--- config.mk ---
export PLATFORM = sky130hd
export DESIGN_NAME = mips_cpu_multiplier_flat
export DESIGN_NICKNAME = d
export VERILOG_FILES = /design/src/rtl/mips_cpu_multiplier_if.sv /design/src/rtl/mips_cpu_multiplier.sv /design/src/flat_wrapper.sv
export SDC_FILE = /design/constraint.sdc
export NUM_CORES = 1
export LEC_CHECK = 0
export CAP_MARGIN = 20
export CORE_MARGIN = 3
export CORE_UTILIZATION = 55
export CTS_CLUSTER_SIZE = 40
export DETAILED_ROUTE_END_ITERATION = 7
export GPL_TIMING_DRIVEN = 0
export PLACE_DENSITY_LB_ADDON = 0.1
export SYNTH_ARGS = -nofsm -noshare
export SYNTH_HDL_FRONTEND = slang
export SYNTH_SLANG_ARGS = --single-unit
--- constraint.sdc ---
create_clock -name clk -period 7.7 [get_ports clk]
set_input_delay 0.77 -clock clk [delete_from_list [all_inputs] [get_ports clk]]
set_output_delay 0.77 -clock clk [all_outputs]
set_load 0.005 [all_outputs]
--- src/rtl/mips_cpu_multiplier_if.sv ---
// Operand/result bundle between the ALU (master) and the iterative multiplier (slave).
interface mips_cpu_multiplier_if;
  logic        start;
  logic        sign;
  logic [31:0] Multiplicand;
  logic [31:0] Multiplier;
  logic [31:0] Hi;
  logic [31:0] Lo;
  logic        busy;
  logic        done;

  modport master (
    output start, sign, Multiplicand, Multiplier,
    input  Hi, Lo, busy, done
  );

  modport slave (
    input  start, sign, Multiplicand, Multiplier,
    output Hi, Lo, busy, done
  );
endinterface

--- src/rtl/mips_cpu_multiplier.sv ---
// Iterative shift-add multiplier for MULT/MULTU. One multiplier bit is retired
// per cycle on operand magnitudes; the sign is applied once at completion.
// Optional macro MIPS_CPU_MULT_EARLY_EXIT_EN: finish as soon as no set
// multiplier bits remain instead of always running 32 iterations.
module mips_cpu_multiplier (
  input  logic                       clk,
  input  logic                       reset,
  mips_cpu_multiplier_if.slave       bus
);

  typedef enum logic {
    IDLE = 1'b0,
    RUN  = 1'b1
  } state_t;

  state_t      state;
  logic [63:0] acc;
  logic [63:0] mcand;
  logic [31:0] mplr;
  logic [4:0]  cnt;
  logic        neg;
  logic [31:0] hi_q;
  logic [31:0] lo_q;
  logic        busy_q;
  logic        done_q;

  logic [31:0] mag_a;
  logic [31:0] mag_b;
  logic        neg_in;
  logic        zero_op;
  logic [63:0] acc_sum;
  logic [31:0] mplr_shift;
  logic        last;
  logic [63:0] product;

  // Operand magnitudes and result sign taken at start; -2^31 stays 0x8000_0000.
  always_comb begin
    mag_a   = (bus.sign && bus.Multiplicand[31]) ? (~bus.Multiplicand + 32'd1) : bus.Multiplicand;
    mag_b   = (bus.sign && bus.Multiplier[31])   ? (~bus.Multiplier + 32'd1)   : bus.Multiplier;
    neg_in  = bus.sign & (bus.Multiplicand[31] ^ bus.Multiplier[31]);
    zero_op = (bus.Multiplicand == 32'd0) || (bus.Multiplier == 32'd0);
  end

  // One iteration's add/shift and the completion test, including this cycle's add.
  always_comb begin
    acc_sum    = mplr[0] ? (acc + mcand) : acc;
    mplr_shift = mplr >> 1;
`ifdef MIPS_CPU_MULT_EARLY_EXIT_EN
    last       = (cnt == 5'd31) || (mplr_shift == 32'd0);
`else
    last       = (cnt == 5'd31);
`endif
    product    = neg ? (~acc_sum + 64'd1) : acc_sum;
  end

  // Control FSM and datapath; reset beats start, start beats an in-flight run.
  always_ff @(posedge clk) begin
    if (reset) begin
      state  <= IDLE;
      acc    <= 64'd0;
      mcand  <= 64'd0;
      mplr   <= 32'd0;
      cnt    <= 5'd0;
      neg    <= 1'b0;
      hi_q   <= 32'd0;
      lo_q   <= 32'd0;
      busy_q <= 1'b0;
      done_q <= 1'b0;
    end else if (bus.start) begin
      neg <= neg_in;
      if (zero_op) begin
        hi_q   <= 32'd0;
        lo_q   <= 32'd0;
        done_q <= 1'b1;
        busy_q <= 1'b0;
        state  <= IDLE;
      end else begin
        acc    <= 64'd0;
        mcand  <= {32'd0, mag_a};
        mplr   <= mag_b;
        cnt    <= 5'd0;
        done_q <= 1'b0;
        busy_q <= 1'b1;
        state  <= RUN;
      end
    end else if (state == RUN) begin
      acc   <= acc_sum;
      mcand <= mcand << 1;
      mplr  <= mplr_shift;
      cnt   <= cnt + 5'd1;
      if (last) begin
        {hi_q, lo_q} <= product;
        done_q       <= 1'b1;
        busy_q       <= 1'b0;
        state        <= IDLE;
      end
    end
  end

  assign bus.Hi   = hi_q;
  assign bus.Lo   = lo_q;
  assign bus.busy = busy_q;
  assign bus.done = done_q;

endmodule

--- src/flat_wrapper.sv ---
// flat-port wrapper written by rule: the top's interface ports become plain ports
module mips_cpu_multiplier_flat 
  (clk, reset, bus_start, bus_sign, bus_Multiplicand, bus_Multiplier, bus_Hi, bus_Lo, bus_busy, bus_done);
  mips_cpu_multiplier_if bus_i ();
  input  logic clk;
  input  logic reset;
  input wire logic [$bits(bus_i.start)-1:0] bus_start;
  input wire logic [$bits(bus_i.sign)-1:0] bus_sign;
  input wire logic [$bits(bus_i.Multiplicand)-1:0] bus_Multiplicand;
  input wire logic [$bits(bus_i.Multiplier)-1:0] bus_Multiplier;
  output wire logic [$bits(bus_i.Hi)-1:0] bus_Hi;
  output wire logic [$bits(bus_i.Lo)-1:0] bus_Lo;
  output wire logic [$bits(bus_i.busy)-1:0] bus_busy;
  output wire logic [$bits(bus_i.done)-1:0] bus_done;
  assign bus_i.start = bus_start;
  assign bus_i.sign = bus_sign;
  assign bus_i.Multiplicand = bus_Multiplicand;
  assign bus_i.Multiplier = bus_Multiplier;
  assign bus_Hi = bus_i.Hi;
  assign bus_Lo = bus_i.Lo;
  assign bus_busy = bus_i.busy;
  assign bus_done = bus_i.done;
  mips_cpu_multiplier u_core (.clk(clk), .reset(reset), .bus(bus_i));
endmodule
==> results.md, run 1 <==
Outcome:
- The flow ran to the end, and the final reports show no timing, DRC or antenna violations.

CTS:
- The TritonCTS clock tree is done.
- The clock drives roughly 230 sinks.
- TritonCTS created 27 clock buffers.
- The count of cells resized by post-cts repair is 0.
- The longest clock path from root to sink contains 3 buffers.
- The total number of H-tree levels is 1.
- After clock tree synthesis, the clock-pin slew on the worst setup and hold paths is 0.06 ns.
- The later-pin clock latency in the skew report is around 0.56 ns.
- The tree is rooted in a sky130_fd_sc_hd__clkbuf_16.
- After clock tree synthesis, the setup repair step added 0 buffers.
- Hold repair after CTS inserted 0 buffers.

Global routing:
- The total track usage is roughly 37%.
- The initial antenna violation count is 0.
- The total overflow left after global routing is 0.
- Global routing consumed, on the met1 layer, 42.4% of the routing resources.
- Global routing consumed, on the met3 layer, 5.11% of the routing resources.
- The first global-routing pass estimated ~99000 um of wire.
- Global routing used around 64% of the available met2 tracks.
- The number of global-route vias before repair is about 18000.
- met2 is the most crowded layer.
- The pin count of the biggest net entering global routing is 14.

STA:
- The setup total negative slack is 0 ns.
- The number of failing setup endpoints in the final timing report is 0.
- The final count of pins violating max slew is 0.
- The headroom to the max-slew limit is between 20% and 30%.
- The slew at the pin closest to its max-slew limit is between 1 and 1.5 ns.
- The clock period could shrink to 5.94 ns.
- The worst hold slack is 0.449 ns.
- The count of endpoints failing hold in the final timing report came to 0.
- Once routing completed, OpenROAD measured the worst setup slack at 1.76 ns.
- The worst clock skew is between 0.03 and 0.04 ns.
- Setup repair after global routing left no endpoint under its margin.
- The maximum achievable frequency is approximately 170 MHz.
- Dividing the final minimum period by the clock period gives 77.1%.

Logic synthesis:
- After Yosys synthesis, and, or, nand and nor cells account for 26.4% of the synthesized area.
- The synthesized netlist devotes between 20% and 30% of its cell area to compound gates.
- Summing the areas of all xor and xnor instances in the mapped netlist gives 7.16% of the synthesized area.
- In this run, distinct cell masters in the synthesized netlist total about 100.
- The synthesized cell area is roughly 17000 um2.
- The count of mapped cells out of synthesis is between 2000 and 2500.
- A synthesized cell averages roughly 7 um2.
- The adder-cell share of the synthesized area is under 10%.
- The count of synthesis-stage warnings from yosys is 0.
- Counting flops with a built-in enable in the synthesized netlist gives 0.
- After synthesis, the share of cell area in mux cells is 1.53%.
- The net count after synthesis is 2494.
- In the synthesized netlist the async set-or-reset flop fraction comes to 0%.
- The number of synthesized register bits is between 200 and 250.
- The sequential area share after synthesis is a little over a quarter.
- Among all flip-flop cells after synthesis, the most frequent one is sky130_fd_sc_hd__dfxtp_1.
- The largest family of logic cells by synthesized area is compound AO/OA/AOI/OAI gates.

Setup path:
- The kind of end point of the critical path is a flip-flop.
- By instance count, the cell type seen most on the critical path is sky130_fd_sc_hd__buf_1.
- The register-to-register setup slack is 1.76 ns.
- The delay of the slowest cell on the worst path is between 0.6 and 0.7 ns.
- The critical path start-end classification is reg -> reg.
- The highest-delay cell along the critical path is sky130_fd_sc_hd__clkbuf_1.
- The required time reported for the critical path endpoint is about 8.1 ns.
- The number of buffer and inverter instances along the worst setup path is 8.
- The worst setup path startpoint is u_core.mplr[0]$_SDFFE_PP0P_.
- STA classifies the critical path startpoint as a flip-flop.
- The worst register-to-register path begins at u_core.mplr[0]$_SDFFE_PP0P_.
- Of all nets on the critical path, the largest fanout is 10.
- Walking the worst path, the cells encountered are buf_2 -> clkbuf_1 -> buf_1 -> buf_2 -> buf_1 -> buf_1 -> buf_2 -> buf_1 -> a21oi_1 -> nand4b_1 -> o31ai_1 -> xnor2_1 -> a22o_1.
- The endpoint arrival time on the critical path is 6.36 ns.
- The dominant delay contributor by cell family on the critical path is buffers and inverters.

Layout:
- The area added between synthesis and finish is 16.0%.
- Cells fill between 60% and 70% of the core in the end.
- The design area is roughly 20000 um2.
- The number of diodes added for antenna fixing is 0.
- The leading cell type in the layout, fill and taps excluded is sky130_fd_sc_hd__nor2_1.
- In the final layout, the share of cells above drive strength 1 is 4.49%.
- The post-layout net count is 2660.
- The layout filler cell count is roughly 2600.
- The top cell types in the final layout, fill and taps aside, are sky130_fd_sc_hd__nor2_1 (348), sky130_fd_sc_hd__a21oi_1 (261), sky130_fd_sc_hd__nand2_1 (251).

Placement:
- The placed instances occupy a cell area of approximately 19000 um2.
- The worst slack after detailed placement is approximately 2 ns.
- At the end of routability-driven placement, the weighted congestion stood at 1.04.
- Summed over all nets, the half-perimeter wirelength after detailed placement is about 51000 um.
- The number of port buffers is around 130.

Detailed routing:
- Dividing the detail-routed wire length by the instance count gives 21.8 um.
- The first detailed-routing pass ran for 6 iterations.
- The count of antenna-violating nets left after detailed routing is 0.
- Wires add up to 63800 um.
- Summing over every cut layer, the via total after detailed routing is approximately 19000.
- After detailed routing, the number of vias per cell comes to around 6.5.
- The number of DRC violations after detailed-routing iteration 0 is roughly 1700.
- For this run, design rule violations remaining after detail routing come to 0.

Die:
- The floorplan step set the die width to around 180 um.
- The number of top-level design ports is between 100 and 150.
- The total area inside the core boundary comes to about 30000 um2.
- The height of the die is approximately 180 um.
- The initial utilization of the core area, before any placement, comes to 56.6%.
- Row generation in the floorplan step produced 63 rows.
- The die footprint is approximately 33000 um2.

Run:
- Max-cap violations in this run came to 0.

Power and ir drop:
- In this run the static leakage power is 7.07 nW.
- The power per unit of standard cell area is 158 nW/um2.
- The maximum VDD drop is ~0.00019 V.

Hold path:
- The worst hold path belongs to the class reg -> reg.
- The hold path startpoint is u_core.bus.Hi[29]$_SDFFE_PP0P_.
flip-flops by register name (all words and copies together) (netlist names):
name / count
u_core.acc: 64
u_core.mcand: 64
u_core.bus.Hi: 32
u_core.bus.Lo: 32
u_core.mplr: 32
u_core.cnt: 5
u_core.bus.busy: 1
u_core.bus.done: 1
u_core.neg: 1
u_core.state: 1
cells by family after synthesis:
logic type	after synthesis
flops	233
mux	25
fa+ha+maj	69
xor+xnor	139
buf+inv	199
compound gates	736
simple gates	956
worst paths after layout:
check	end	cells after the start
worst max-delay path	u_core.bus.Hi[31]$_SDFFE_PP0P_	13
worst min-delay path	u_core.bus.Hi[29]$_SDFFE_PP0P_	2
worst max register to register	u_core.bus.Hi[31]$_SDFFE_PP0P_	13
worst min register to register	u_core.bus.Hi[29]$_SDFFE_PP0P_	2
power breakdown:
| part | total, W | switching (W) | internal, W |
|---|---|---|---|
| clock | 0.00129 | 0.000524 | 0.000770 |
| sequential | 0.00127 | 0.0000303 | 0.00124 |
| combinational | 0.000548 | 0.000353 | 0.000195 |
| total | 0.00311 | 0.000908 | 0.00221 |
worst register-to-register path: cells and delay by family, from the launching register on:
family	cells	cell delay (ns)
flip-flops	1	0.43
AO/OA/AOI/OAI	3	0.69
buffers and inverters	8	4.24
XOR/XNOR	1	0.12
AND/OR/NAND/NOR	1	0.33
cell type report:
class | instances | area, um2 | share of cell area, %
multi-input cells | 1925 | 11600 | 58.7
repair buffers | 137 | 1350 | 6.84
flip-flops and latches | 233 | 4660 | 23.6
clock inverters | 12 | 149 | 0.755
well taps | 390 | 488 | 2.47
clock buffers | 34 | 732 | 3.71
plain buffers | 157 | 613 | 3.11
inverters | 42 | 158 | 0.799
cell usage after synthesis (9+ instances only):
master	instances	share of area [%]
sky130_fd_sc_hd__or3_1	31	1.1
sky130_fd_sc_hd__a21o_1	19	0.84
sky130_fd_sc_hd__o21ai_1	28	0.82
sky130_fd_sc_hd__a31oi_1	53	2.0
sky130_fd_sc_hd__a21oi_1	261	7.7
sky130_fd_sc_hd__nand4_1	43	1.6
sky130_fd_sc_hd__o31ai_1	26	1.1
sky130_fd_sc_hd__ha_1	68	5.0
sky130_fd_sc_hd__nand2_1	251	5.5
sky130_fd_sc_hd__nand3_1	88	2.6
sky130_fd_sc_hd__nor3_1	52	1.5
sky130_fd_sc_hd__buf_1	18	0.40
sky130_fd_sc_hd__xnor2_1	86	4.4
sky130_fd_sc_hd__dfxtp_1	233	27
sky130_fd_sc_hd__nor2b_1	16	0.59
sky130_fd_sc_hd__and3_1	16	0.59
sky130_fd_sc_hd__buf_2	13	0.38
sky130_fd_sc_hd__inv_1	42	0.93
sky130_fd_sc_hd__a22oi_1	21	0.93
sky130_fd_sc_hd__xor2_1	53	2.7
sky130_fd_sc_hd__mux2i_1	17	1.0
sky130_fd_sc_hd__clkbuf_1	125	2.8
sky130_fd_sc_hd__o21a_1	18	0.79
sky130_fd_sc_hd__nand2b_1	22	0.81
sky130_fd_sc_hd__nor2_1	348	7.7
sky130_fd_sc_hd__o21ai_0	114	3.4
sky130_fd_sc_hd__or4_1	9	0.40
sky130_fd_sc_hd__a211oi_1	66	2.9
sky130_fd_sc_hd__a22o_1	10	0.52
sky130_fd_sc_hd__nor4_1	17	0.63
sky130_fd_sc_hd__o41ai_1	9	0.46
metal layers:
metal,vias up,share of wire (%)
met3,278,7.2
met1,8869,37
met2,918,47
li1,8887,-
met4,0,8.3
met5,-,0
stage by stage:
stage,std cells,total power (W)
finish,2930,0.00311
CTS,2928,0.00309
global route,2930,0.00321
global placement,2879,0.00181
detailed placement,2882,0.00182
floorplan,2357,0.00162
No activity file was read; power rests on OpenSTA's default activity.
==> run 2: changes to the inputs <==
--- a/config.mk
+++ b/config.mk
@@ -7,7 +7,7 @@
 export LEC_CHECK = 0
 export CAP_MARGIN = 20
 export CORE_MARGIN = 3
-export CORE_UTILIZATION = 55
+export CORE_UTILIZATION = 54
 export CTS_CLUSTER_SIZE = 40
 export DETAILED_ROUTE_END_ITERATION = 7
 export GPL_TIMING_DRIVEN = 0
==> constraint.sdc (replaced) <==
create_clock -name clk -period 5.2 [get_ports clk]
set_input_delay 0.52 -clock clk [delete_from_list [all_inputs] [get_ports clk]]
set_output_delay 0.52 -clock clk [all_outputs]
set_load 0.005 [all_outputs]
==> results.md, run 2 (synthesis gave the netlist of run 1 again) <==
STA:
- The maximum achievable frequency is approximately 200 MHz.
- The final count of pins violating max slew is 0.
- Setup repair after global routing left no endpoint under its margin.
- The count of endpoints failing hold in the final timing report is 0.
- The clock period minus final worst setup slack is 5.00 ns.
- On the final layout, the worst clock skew is 0.0239 ns.
- The final period utilization is a little over nine tenths.
- The worst pin sits at a relative slew slack of between 20% and 30%.
- The number of failing setup endpoints in the final timing report is 0.
- For the pin with the worst max-slew slack, the measured transition is about 1.1 ns.

CTS:
- The number of buffers on the longest clock path is 3.
- The total clock buffers created by CTS is 27.
- In this run, post-CTS hold repair placed 0 buffers.
- The TritonCTS clock tree is done.
- After clock tree synthesis, the clock-pin slew on the worst setup and hold paths is ~0.06 ns.
- Clock tree synthesis selected as its root buffer the cell sky130_fd_sc_hd__clkbuf_16.
- In this run the number of H-tree levels came out at 1.
- The later-pin clock latency in the skew report is between 0.5 and 0.6 ns.
- The tree built by TritonCTS fans out to roughly 230 sinks.

Die:
- The x dimension of the die is ~180 um.
- The number of top-level design ports is 134.
- The count of standard-cell rows is 64.
- The die covers 33600 um2.
- The core region is roughly 31000 um2.
- The height of the die is ~180 um.
- The initial core utilization is 55.1%.

Setup path:
- The dominant delay contributor by cell family on the critical path is buffers and inverters.
- The most frequent cell on the critical path is sky130_fd_sc_hd__buf_2.
- The delay of the slowest cell on the worst path is 0.64 ns.
- Walking the worst path, the cells encountered are buf_2 -> inv_1 -> buf_2 -> buf_2 -> buf_2 -> buf_1 -> nor3_1 -> nor4_2 -> nand4_1 -> nor3_2 -> nand4_1 -> o31ai_1 -> xor2_1 -> o21ai_1.
- The cell count along the critical path is 14.
- The critical path start-end classification is reg -> reg.
- STA classifies the critical path startpoint as a flip-flop.
- The maximum fanout encountered on the critical timing path is 19.
- The kind of end point of the critical path is a flip-flop.
- The number of buffer and inverter instances along the worst setup path is 6.
- The endpoint arrival time on the critical path is 5.46 ns.
- The depth of the most critical reg-to-reg path is 14.
- The slowest stage of the critical path is the sky130_fd_sc_hd__nor4_2 cell.
- For the worst setup path, the data required time is ~5.7 ns.

Global routing:
- The initial antenna violation count is 0.
- The first global-routing pass estimated roughly 96000 um of wire.
- In the global route stage, overall resource usage came out at a little over a third.
- The total overflow reported by the global router is 0.
- The pin count of the biggest net entering global routing is 20.
- The number of global-route vias before repair was 17600.

Power and ir drop:
- The total power draw is around 0.0046 W.
- In this run, the combinational gates consume between 15 and 20% of the power.
- For this design the total switching power over the nets is 0.00141 W.
- The cell internal power dissipation is roughly 0.0032 W.
- In this run the static leakage power is ~7 nW.
- In this run, the clock network consumes about two fifths of the power.
- Dividing total power by cell area gives a power density of 234 nW/um2.
- Sequential cells burn 40.6% of the power.
- The fraction of power spent switching nets is between 30% and 40%.
- Across the VDD grid, the largest voltage drop is approximately 0.00027 V.

Detailed routing:
- The number of DRC violations after detailed-routing iteration 0 is roughly 1700.
- In the final routed layout, each cell accounts on average for 21.5 um.
- The first detailed-routing pass ran for 5 iterations.
- The final route contains ~19000 vias.
- The count of nets left with antenna violations once routing finished came out at 0.
- After detailed routing, the number of remaining DRC violations is 0.
- After detailed routing, the total wire length is 63100 um.
- After detailed routing, the number of vias per cell comes to 6.36.

Layout:
- 0 antenna diodes ended up in the layout.
- The largest registers in the layout are u_core.acc x64, u_core.mcand x64.
- At the end of the flow, the number of nets in the layout was 2660.
- The layout filler cell count is 2794.
- With fillers left out, the area of the finished cells amounts to 19800 um2.
- Compared with the post-synthesis result, the final layout area differs by 16.6%.
- In the final layout, the multi-input gates occupy 11600 um2.
- The library cell used most frequently in the layout, excluding fill and tap cells, is sky130_fd_sc_hd__nor2_1.
- Cells with a size suffix above 1 make up 5.15% of the layout.
- In the layout the commonest cells are sky130_fd_sc_hd__nor2_1 (348), sky130_fd_sc_hd__a21oi_1 (260), sky130_fd_sc_hd__nand2_1 (251).
- Summing all flip-flop and latch instances after layout gives 4660 um2.

Hold path:
- The cell depth of the worst min-delay path is 2.
- The min-delay analysis places its worst path in the category reg -> reg.

Placement:
- The number of port buffers is roughly 130.
- Summing all placed instances gives a cell area of between 15000 and 20000 um2.
- Detailed placement ended at an HPWL of roughly 50000 um.
- Routability-driven placement finished with a final weighted congestion of around 1.1.

Run:
- Max-cap violations in this run came to 0.

Outcome:
- The run finished with clean final reports.
-- run 2: final timing paths --
check / startpoint / end / slack [ns]
hold reg to reg: u_core.bus.Hi[24]$_SDFFE_PP0P_ / u_core.bus.Hi[24]$_SDFFE_PP0P_ / 0.45
hold / removal: u_core.bus.Hi[24]$_SDFFE_PP0P_ / u_core.bus.Hi[24]$_SDFFE_PP0P_ / 0.45
setup / recovery: u_core.mplr[0]$_SDFFE_PP0P_ / u_core.bus.Hi[24]$_SDFFE_PP0P_ / 0.20
setup reg to reg: u_core.mplr[0]$_SDFFE_PP0P_ / u_core.bus.Hi[24]$_SDFFE_PP0P_ / 0.20
-- run 2: timing repair --
action / CTS / global route
setup buffers: 0 / 2
endpoints found under the setup margin: 27 / 42
resized for setup: 2 / 13
hold endpoints to repair: 0 / 0
-- run 2: layer usage --
metal | track usage (%) | part of all wire [%] | up-vias
met4 | 23.5 | 8.0 | 0
met5 | 0 | 0 | -
met3 | 4.43 | 7.1 | 251
met2 | 63.1 | 47 | 897
li1 | - | - | 8889
met1 | 41.9 | 38 | 8657
-- run 2: power by group through the flow --
stage               Clock, W  Combinational [W]  Sequential, W
finish               0.00194           0.000812        0.00188
global route         0.00202           0.000883        0.00188
CTS                  0.00195           0.000786        0.00188
detailed placement         0           0.000786        0.00192
global placement           0           0.000769        0.00192
floorplan                  0           0.000504        0.00190
-- run 2: stage by stage --
stage                     hold slack [ns]  utilization [%]  TNS (ns)  setup WS, ns  std cells
after floorplan                     0.442                -         0          1.15       2357
after CTS                           0.450             64.0         0        0.0160       2936
after global routing                0.469             64.3         0        0.0355       2939
final                               0.447             64.3         0         0.197       2939
after global placement              0.439             61.0    -69.37        -0.631       2885
after detailed placement            0.441             61.1    -12.88        -0.608       2889
-- run 2: cell type report --
type                       count  area share, %
sequential                   233           23.5
inverter                      42          0.795
clock buffer                  32           3.60
multi-input combinational   1925           58.7
clock inverter                17          0.915
tap                          396           2.50
buffer                       155           3.07
timing repair buffer         139           6.89
-- run 2: worst register-to-register path: stages, from the launching register on --
cell and delay [ns]:
sky130_fd_sc_hd__dfxtp_1 0.36, sky130_fd_sc_hd__buf_2 0.22, sky130_fd_sc_hd__inv_1 0.19, sky130_fd_sc_hd__buf_2 0.49, sky130_fd_sc_hd__buf_2 0.40, sky130_fd_sc_hd__buf_2 0.32, sky130_fd_sc_hd__buf_1 0.57, sky130_fd_sc_hd__nor3_1 0.16
sky130_fd_sc_hd__nor4_2 0.64, sky130_fd_sc_hd__nand4_1 0.27, sky130_fd_sc_hd__nor3_2 0.38, sky130_fd_sc_hd__nand4_1 0.28, sky130_fd_sc_hd__o31ai_1 0.31, sky130_fd_sc_hd__xor2_1 0.22, sky130_fd_sc_hd__o21ai_1 0.07
==> run 3: changes to the inputs <==
--- a/config.mk
+++ b/config.mk
@@ -15,3 +15,4 @@
 export SYNTH_ARGS = -nofsm -noshare
 export SYNTH_HDL_FRONTEND = slang
 export SYNTH_SLANG_ARGS = --single-unit
+export TNS_END_PERCENT = 30
==> results of run 3 <==
Final layout, timing and power as in run 2 (identical DEF).
